### config.mk
export PLATFORM = sky130hd
export DESIGN_NAME = ap_ctrl_profiler
export DESIGN_NICKNAME = d
export VERILOG_FILES = /design/src/rtl/ap_prof_pkg.sv /design/src/rtl/prof_rec_fifo.sv /design/src/rtl/ap_ctrl_profiler.sv
export SDC_FILE = /design/constraint.sdc
export NUM_CORES = 1
export LEC_CHECK = 0
export CORE_AREA = 2 2 296 298
export CTS_BUF_LIST = sky130_fd_sc_hd__clkbuf_16
export DETAILED_ROUTE_END_ITERATION = 10
export DIE_AREA = 0 0 298 300
export SLEW_MARGIN = 20
export SYNTH_ARGS = -nofsm -noshare
export SYNTH_HDL_FRONTEND = slang
export SYNTH_SLANG_ARGS = --single-unit
### constraint.sdc
create_clock -name ap_clk -period 7.68 [get_ports ap_clk]
set_input_delay 1.92 -clock ap_clk [delete_from_list [all_inputs] [get_ports ap_clk]]
set_output_delay 1.92 -clock ap_clk [all_outputs]
set_load 0.02 [all_outputs]
### src/rtl/ap_prof_pkg.sv
// Shared types and default widths for the ap_ctrl handshake profiler.
//   state_t : profiler FSM state (also exported on the debug port)
//   rec_t   : one transaction record {start_ts, latency, stall} at the
//             default widths; the top packs records in this same field order.
package ap_prof_pkg;

  localparam int DEF_FIFO_DEPTH = 8;
  localparam int DEF_TS_W       = 32;
  localparam int DEF_LAT_W      = 16;

  typedef enum logic [1:0] {
    IDLE      = 2'd0,
    BUSY      = 2'd1,
    DONE_WAIT = 2'd2
  } state_t;

  typedef struct packed {
    logic [DEF_TS_W-1:0]  start_ts;
    logic [DEF_LAT_W-1:0] latency;
    logic [DEF_LAT_W-1:0] stall;
  } rec_t;

  localparam int REC_W = $bits(rec_t);

endpackage

### src/rtl/prof_rec_fifo.sv
// First-word-fall-through record FIFO.
//   clk, rst_n      : clock, synchronous active-low reset
//   clr             : synchronous flush (same effect as reset)
//   push, wdata     : write request; accepted when not full, or when full
//                     and a pop happens in the same cycle
//   pop, rdata      : read request; rdata shows the head, zero when empty
//   full, empty     : occupancy flags
//   count           : number of stored records (0..DEPTH)
module prof_rec_fifo #(
  parameter int DEPTH = 8,
  parameter int W     = 64
) (
  input  logic                     clk,
  input  logic                     rst_n,
  input  logic                     clr,
  input  logic                     push,
  input  logic [W-1:0]             wdata,
  input  logic                     pop,
  output logic [W-1:0]             rdata,
  output logic                     full,
  output logic                     empty,
  output logic [$clog2(DEPTH):0]   count
);

  localparam int AW = $clog2(DEPTH);

  logic [W-1:0]  mem [DEPTH];
  logic [AW-1:0] wr_ptr;
  logic [AW-1:0] rd_ptr;
  logic [AW:0]   cnt;
  logic          do_push;
  logic          do_pop;

  assign empty   = (cnt == '0);
  assign full    = (cnt == (AW+1)'(DEPTH));
  assign do_pop  = pop && !empty;
  // A full FIFO can still take a write when the head leaves this cycle.
  assign do_push = push && (!full || do_pop);
  assign count   = cnt;
  assign rdata   = empty ? '0 : mem[rd_ptr];

  always_ff @(posedge clk) begin
    if (do_push) begin
      mem[wr_ptr] <= wdata;
    end
  end

  always_ff @(posedge clk) begin
    if (!rst_n || clr) begin
      wr_ptr <= '0;
      rd_ptr <= '0;
      cnt    <= '0;
    end else begin
      if (do_push) wr_ptr <= wr_ptr + AW'(1);
      if (do_pop)  rd_ptr <= rd_ptr + AW'(1);
      case ({do_push, do_pop})
        2'b10:   cnt <= cnt + (AW+1)'(1);
        2'b01:   cnt <= cnt - (AW+1)'(1);
        default: cnt <= cnt;
      endcase
    end
  end

endmodule

### src/rtl/ap_ctrl_profiler.sv
// Passive profiler for an ap_ctrl_hs/chain handshake.
// Measures per-transaction latency (start to done) and post-done stall
// (done to continue), queues {start_ts, latency, stall} records in a FWFT
// FIFO and keeps running statistics.
//   ap_clk, ap_rst_n       : clock, synchronous active-low reset
//   mon_ap_*               : observed handshake (mon_ap_ready is not used)
//   prof_en, prof_clr      : enable (sampled in IDLE), synchronous clear
//   rec_*                  : record stream, valid/ready
//   txn_cnt, lat_min/max   : statistics over every record, dropped or not
//   drop_cnt, overflow     : records lost to a full FIFO
//   rec_count, dbg_state   : FIFO occupancy and FSM state for observation
//
// Handshake: a record transfers on a cycle where rec_valid and rec_ready are
// both high; rec_valid stays high with stable data until that happens.
//
// Latency counts clock edges from the start cycle to the done cycle, so a
// start at cyc=5 with done at cyc=12 gives 7. Stall counts the cycles spent
// in DONE_WAIT up to and including the continue cycle.
module ap_ctrl_profiler
  import ap_prof_pkg::*;
#(
  parameter int FIFO_DEPTH = DEF_FIFO_DEPTH,
  parameter int TS_W       = DEF_TS_W,
  parameter int LAT_W      = DEF_LAT_W
) (
  input  logic                          ap_clk,
  input  logic                          ap_rst_n,
  input  logic                          mon_ap_start,
  input  logic                          mon_ap_ready,
  input  logic                          mon_ap_done,
  input  logic                          mon_ap_continue,
  input  logic                          prof_en,
  input  logic                          prof_clr,
  output logic                          rec_valid,
  input  logic                          rec_ready,
  output logic [TS_W-1:0]               rec_start_ts,
  output logic [LAT_W-1:0]              rec_latency,
  output logic [LAT_W-1:0]              rec_stall,
  output logic [31:0]                   txn_cnt,
  output logic [LAT_W-1:0]              lat_min,
  output logic [LAT_W-1:0]              lat_max,
  output logic [15:0]                   drop_cnt,
  output logic                          overflow,
  output logic [$clog2(FIFO_DEPTH):0]   rec_count,
  output state_t                        dbg_state
);

  localparam int RW = TS_W + 2 * LAT_W;

  state_t           state, state_d;
  logic [TS_W-1:0]  cyc;
  logic [TS_W-1:0]  start_ts, start_ts_d;
  logic [LAT_W-1:0] lat, lat_d, lat_inc;
  logic [LAT_W-1:0] stall, stall_d, stall_inc;

  logic             push;
  logic             restart;
  logic [TS_W-1:0]  push_ts;
  logic [LAT_W-1:0] push_lat;
  logic [LAT_W-1:0] push_stall;
  logic             drop;

  logic             fifo_full;
  logic             fifo_empty;
  logic [RW-1:0]    fifo_rdata;

  // The ready strobe carries no information the profiler needs.
  logic             unused_ready;
  assign unused_ready = mon_ap_ready;

  assign lat_inc   = (&lat)   ? lat   : lat   + LAT_W'(1);
  assign stall_inc = (&stall) ? stall : stall + LAT_W'(1);

  // Full means non-empty, so a pop happens exactly when rec_ready is high.
  assign drop      = push && fifo_full && !rec_ready;
  assign dbg_state = state;

  always_comb begin
    state_d    = state;
    start_ts_d = start_ts;
    lat_d      = lat;
    stall_d    = stall;
    push       = 1'b0;
    restart    = 1'b0;
    push_ts    = start_ts;
    push_lat   = lat_inc;
    push_stall = '0;

    case (state)
      IDLE: begin
        if (prof_en && mon_ap_start) begin
          if (mon_ap_done && mon_ap_continue) begin
            push     = 1'b1;
            push_ts  = cyc;
            push_lat = '0;
          end else if (mon_ap_done) begin
            state_d    = DONE_WAIT;
            start_ts_d = cyc;
            lat_d      = '0;
            stall_d    = '0;
          end else begin
            state_d    = BUSY;
            start_ts_d = cyc;
            lat_d      = '0;
          end
        end
      end
      BUSY: begin
        lat_d = lat_inc;
        if (mon_ap_done) begin
          if (mon_ap_continue) begin
            push    = 1'b1;
            state_d = IDLE;
            restart = 1'b1;
          end else begin
            // lat_d already holds the final latency; it freezes there.
            state_d = DONE_WAIT;
            stall_d = '0;
          end
        end
      end
      DONE_WAIT: begin
        stall_d = stall_inc;
        if (mon_ap_continue) begin
          push       = 1'b1;
          push_lat   = lat;
          push_stall = stall_inc;
          state_d    = IDLE;
          restart    = 1'b1;
        end
      end
      default: state_d = IDLE;
    endcase

    // A start coinciding with the completing cycle opens the next transaction.
    if (restart && prof_en && mon_ap_start) begin
      state_d    = BUSY;
      start_ts_d = cyc;
      lat_d      = '0;
    end
  end

  always_ff @(posedge ap_clk) begin
    if (!ap_rst_n || prof_clr) begin
      state    <= IDLE;
      cyc      <= '0;
      start_ts <= '0;
      lat      <= '0;
      stall    <= '0;
      txn_cnt  <= '0;
      lat_min  <= '1;
      lat_max  <= '0;
      drop_cnt <= '0;
      overflow <= 1'b0;
    end else begin
      state    <= state_d;
      start_ts <= start_ts_d;
      lat      <= lat_d;
      stall    <= stall_d;
      if (prof_en) cyc <= cyc + TS_W'(1);
      if (push) begin
        txn_cnt <= txn_cnt + 32'd1;
        if (push_lat > lat_max) lat_max <= push_lat;
        if (push_lat < lat_min) lat_min <= push_lat;
      end
      if (drop) begin
        if (drop_cnt != 16'hFFFF) drop_cnt <= drop_cnt + 16'd1;
        overflow <= 1'b1;
      end
    end
  end

  prof_rec_fifo #(
    .DEPTH (FIFO_DEPTH),
    .W     (RW)
  ) u_fifo (
    .clk   (ap_clk),
    .rst_n (ap_rst_n),
    .clr   (prof_clr),
    .push  (push),
    .wdata ({push_ts, push_lat, push_stall}),
    .pop   (rec_ready),
    .rdata (fifo_rdata),
    .full  (fifo_full),
    .empty (fifo_empty),
    .count (rec_count)
  );

  assign rec_valid = !fifo_empty;
  assign {rec_start_ts, rec_latency, rec_stall} = fifo_rdata;

endmodule

==> metrics <==
first-pass GRT wire length=107,000 um; fin crit period=~6000 ps; headroom to the max-slew limit=0.304; Max Root-Sink Buffers=3; initial drt markers=between 1,000 and 1,500; post-CTS sizing=0; Cell Chain, Critical Path=clkdlybuf4s50_1 -> and4_1 -> o21a_1 -> or4_1 -> o211ai_1 -> buf_4 -> ha_1 -> nand2_1 -> or3_1 -> a21oi_1 -> a311o_1 -> nor3_1 -> o21ai_0; CTS Buf Count=73; Buf/Inv on CP=2; clock latency on the worst-skew pair=~630 ps; Cell variety after synth=76; WHS=between 400 and 500 ps; largest net degree at the start of global routing=~80; synthesized area=between 20,000 and 30,000 um^2; Lkg Pwr=around 11 nW; residual DRC count=0; Post-synth EDFFs=roughly 510; ys async rst share=0; hold crit path type=reg2reg; detailed placement HPWL=~42,000 um; fin. max-slew vios=0; antenna viol nets, final=0; initial antenna violation count=3; RSZ-0062 raised after global routing=no; crit-path max cell delay=a little under 800 ps; CP max-delay cell=clkdlybuf4s50_1; final net count=2,362; num ports=161; Area Overhead vs Synth=17.9%; commonest non-fill, non-tap cells in the layout=edfxtp_1 (512), nor2_1 (209), dfxtp_1 (189); adder-cell share of the synthesized area=0.0190; die height=300 um; top_reg_cell synth=edfxtp_1; Floorplan Core Area=about 86,000 um^2; status=finished clean; global placement routability congestion=around 0.84; commonest non-fill, non-tap cell in the layout=edfxtp_1; vias=between 15,000 and 20,000; ratio of cells with drive above 1 in the final layout=0.146; post-synthesis compound-gate area fraction=0.0518; register bit total from synthesis=704; post-placement cell area=about 33,000 um^2; Max Cap Viol=0; Port Buf Inserts=about 160; final instance area=35,400 um^2; CP startpoint kind=primary input; syn avg cell area=14.0 um^2; worst vdd ir=roughly 0.00016 V; Worst Path Required=a little over 8000 ps; die extent in x=~300 um; Tot Pwr=just under 8 mW; cell family with most CP delay=compound AO/OA/AOI/OAI gates; Crit Path Max Fanout=16; total power density per cell area=about 220 nW/um^2; Placed Cells incl. Taps=~3,400; worst clock skew=~27 ps; setup TNS=0 ps; Synth Area in XOR/XNOR=0.0248; synth warn=0; endpoints failing hold=0; critical path arrival=about 6400 ps; CTS sink cnt=roughly 700; Worst Tran Pin Value=1040 ps; Tot GR Track Use=0.153; Pre-Repair DR Iteration Count=5; syn_nets=2,201; Final setup viols=0; Setup crit end kind=flop; non-filler cells, final=between 3,000 and 4,000; Post-Syn Instances=between 2,000 and 2,500; row cnt=around 110; Vias/cell=about 5.2; maximum clock rate=roughly 170 MHz; post-synthesis sequential area ratio=0.641; CTS tree=yes; Tcrit/Tclk final=0.759; # hold bufs at CTS=0; vias in the first global route=18,600; CTS HTree Levels=3; Post-Route WL=just under 70,000 um; Clk pin slew, worst setup/hold paths=about 60 ps; postcts setup bufs=0; full die area=89,400 um^2; CP Class=in2reg; largest family of logic cells by synthesized area=multiplexers; multiplexer share of the synthesized area=0.136; starting density of the core=0.348; total grt overflow=0; WL per Instance=between 15 and 20 um; Post-Synth Simple-Gate Area=0.104; CTS root buffer=clkbuf_16; ANT cells=0
## per-layer routing
layer | GRT usage | up-vias | share of wire
li1 | - | 8441 | -
met5 | 0 | - | 0.00055
met3 | 0.0322 | 114 | 0.059
met1 | 0.197 | 9172 | 0.43
met2 | 0.257 | 452 | 0.48
met4 | 0.0555 | 6 | 0.027
## state kept, by name, indices dropped and copies added, names as in the netlist, 2 cells and up, named ones only
signal	flops
u_fifo.mem	512
cyc	32
start_ts	32
txn_cnt	32
drop_cnt	16
lat	16
lat_max	16
lat_min	16
stall	16
u_fifo.count	4
u_fifo.rd_ptr	3
u_fifo.wr_ptr	3
dbg_state	2
## cells in the mapped netlist, drive strengths merged, types with 4 or more instances
master / count / area [um^2]
nand3: 68 / 340
clkbuf: 67 / 253
or4: 7 / 52.6
a21o: 13 / 97.6
nand4: 36 / 238
inv: 54 / 203
a21oi: 111 / 563
a211oi: 6 / 62.6
mux2: 30 / 338
o21a: 5 / 37.5
edfxtp: 512 / 15400
and2: 9 / 56.3
o21ai: 66 / 330
o211ai: 4 / 35.0
and3: 24 / 150
nor4: 15 / 128
and4: 20 / 178
nor3: 51 / 290
nor2b: 8 / 50.1
dfxtp: 192 / 3840
mux4: 128 / 2880
buf: 48 / 255
xor2: 56 / 490
nand2b: 8 / 50.1
xnor2: 29 / 254
a41oi: 4 / 35.0
nand2: 165 / 624
nor2: 216 / 813
a31oi: 13 / 81.3
mux2i: 86 / 861
ha: 44 / 551
or3: 13 / 81.3
## worst register-to-register path: stages, from the launching register on
cell      delay (ps)
dfxtp_1          360
inv_1            100
ha_1             700
inv_1            240
nor2_1           740
a21oi_2          160
mux2i_1          200
buf_4            230
inv_1             70
ha_1             170
nor2b_1          120
nor3_1            60
o21a_1           200
o311ai_0         330
a41o_1           860
mux2i_1          280
## kinds of logic after synthesis
family,Yosys count
DFF,704
AOI/OAI and AO/OA,253
and+or+nand+nor,647
muxes,244
adders and majority gates,45
xor gates and xnor gates,85
buffers and inverters,169
## cell type report
| class | instances | area (um^2) |
|---|---|---|
| tap | 1155 | 1450 |
| clock inverter | 61 | 463 |
| fill | 7977 | 50900 |
| sequential | 704 | 19200 |
| clock buffer | 74 | 1850 |
| inverter | 54 | 203 |
| timing repair buffer | 201 | 2010 |
| multi-input combinational | 1274 | 10200 |
## through the flow
stage | setup slack, ps | util
after floorplan | 1460 | -
after global placement | 1340 | 0.383
after detailed placement | 1230 | 0.383
after CTS | 1870 | 0.410
after global routing | 1540 | 0.410
final | 1850 | 0.410
## final timing paths
path	start	to	slack [ps]	cells after the start
max	prof_en	lat_min[0]	1850	13
min reg2reg	start_ts[8]	start_ts[8]	450	2
max reg2reg	dbg_state[0]	lat_max[4]	2800	15
min	start_ts[8]	start_ts[8]	450	2
## power breakdown
part / internal, mW / total, mW / switching (mW)
Sequential: 4.04 / 4.05 / 0.00973
Clock: 1.94 / 3.42 / 1.48
Combinational: 0.0877 / 0.243 / 0.155
Power figures use the tool's default switching activity.
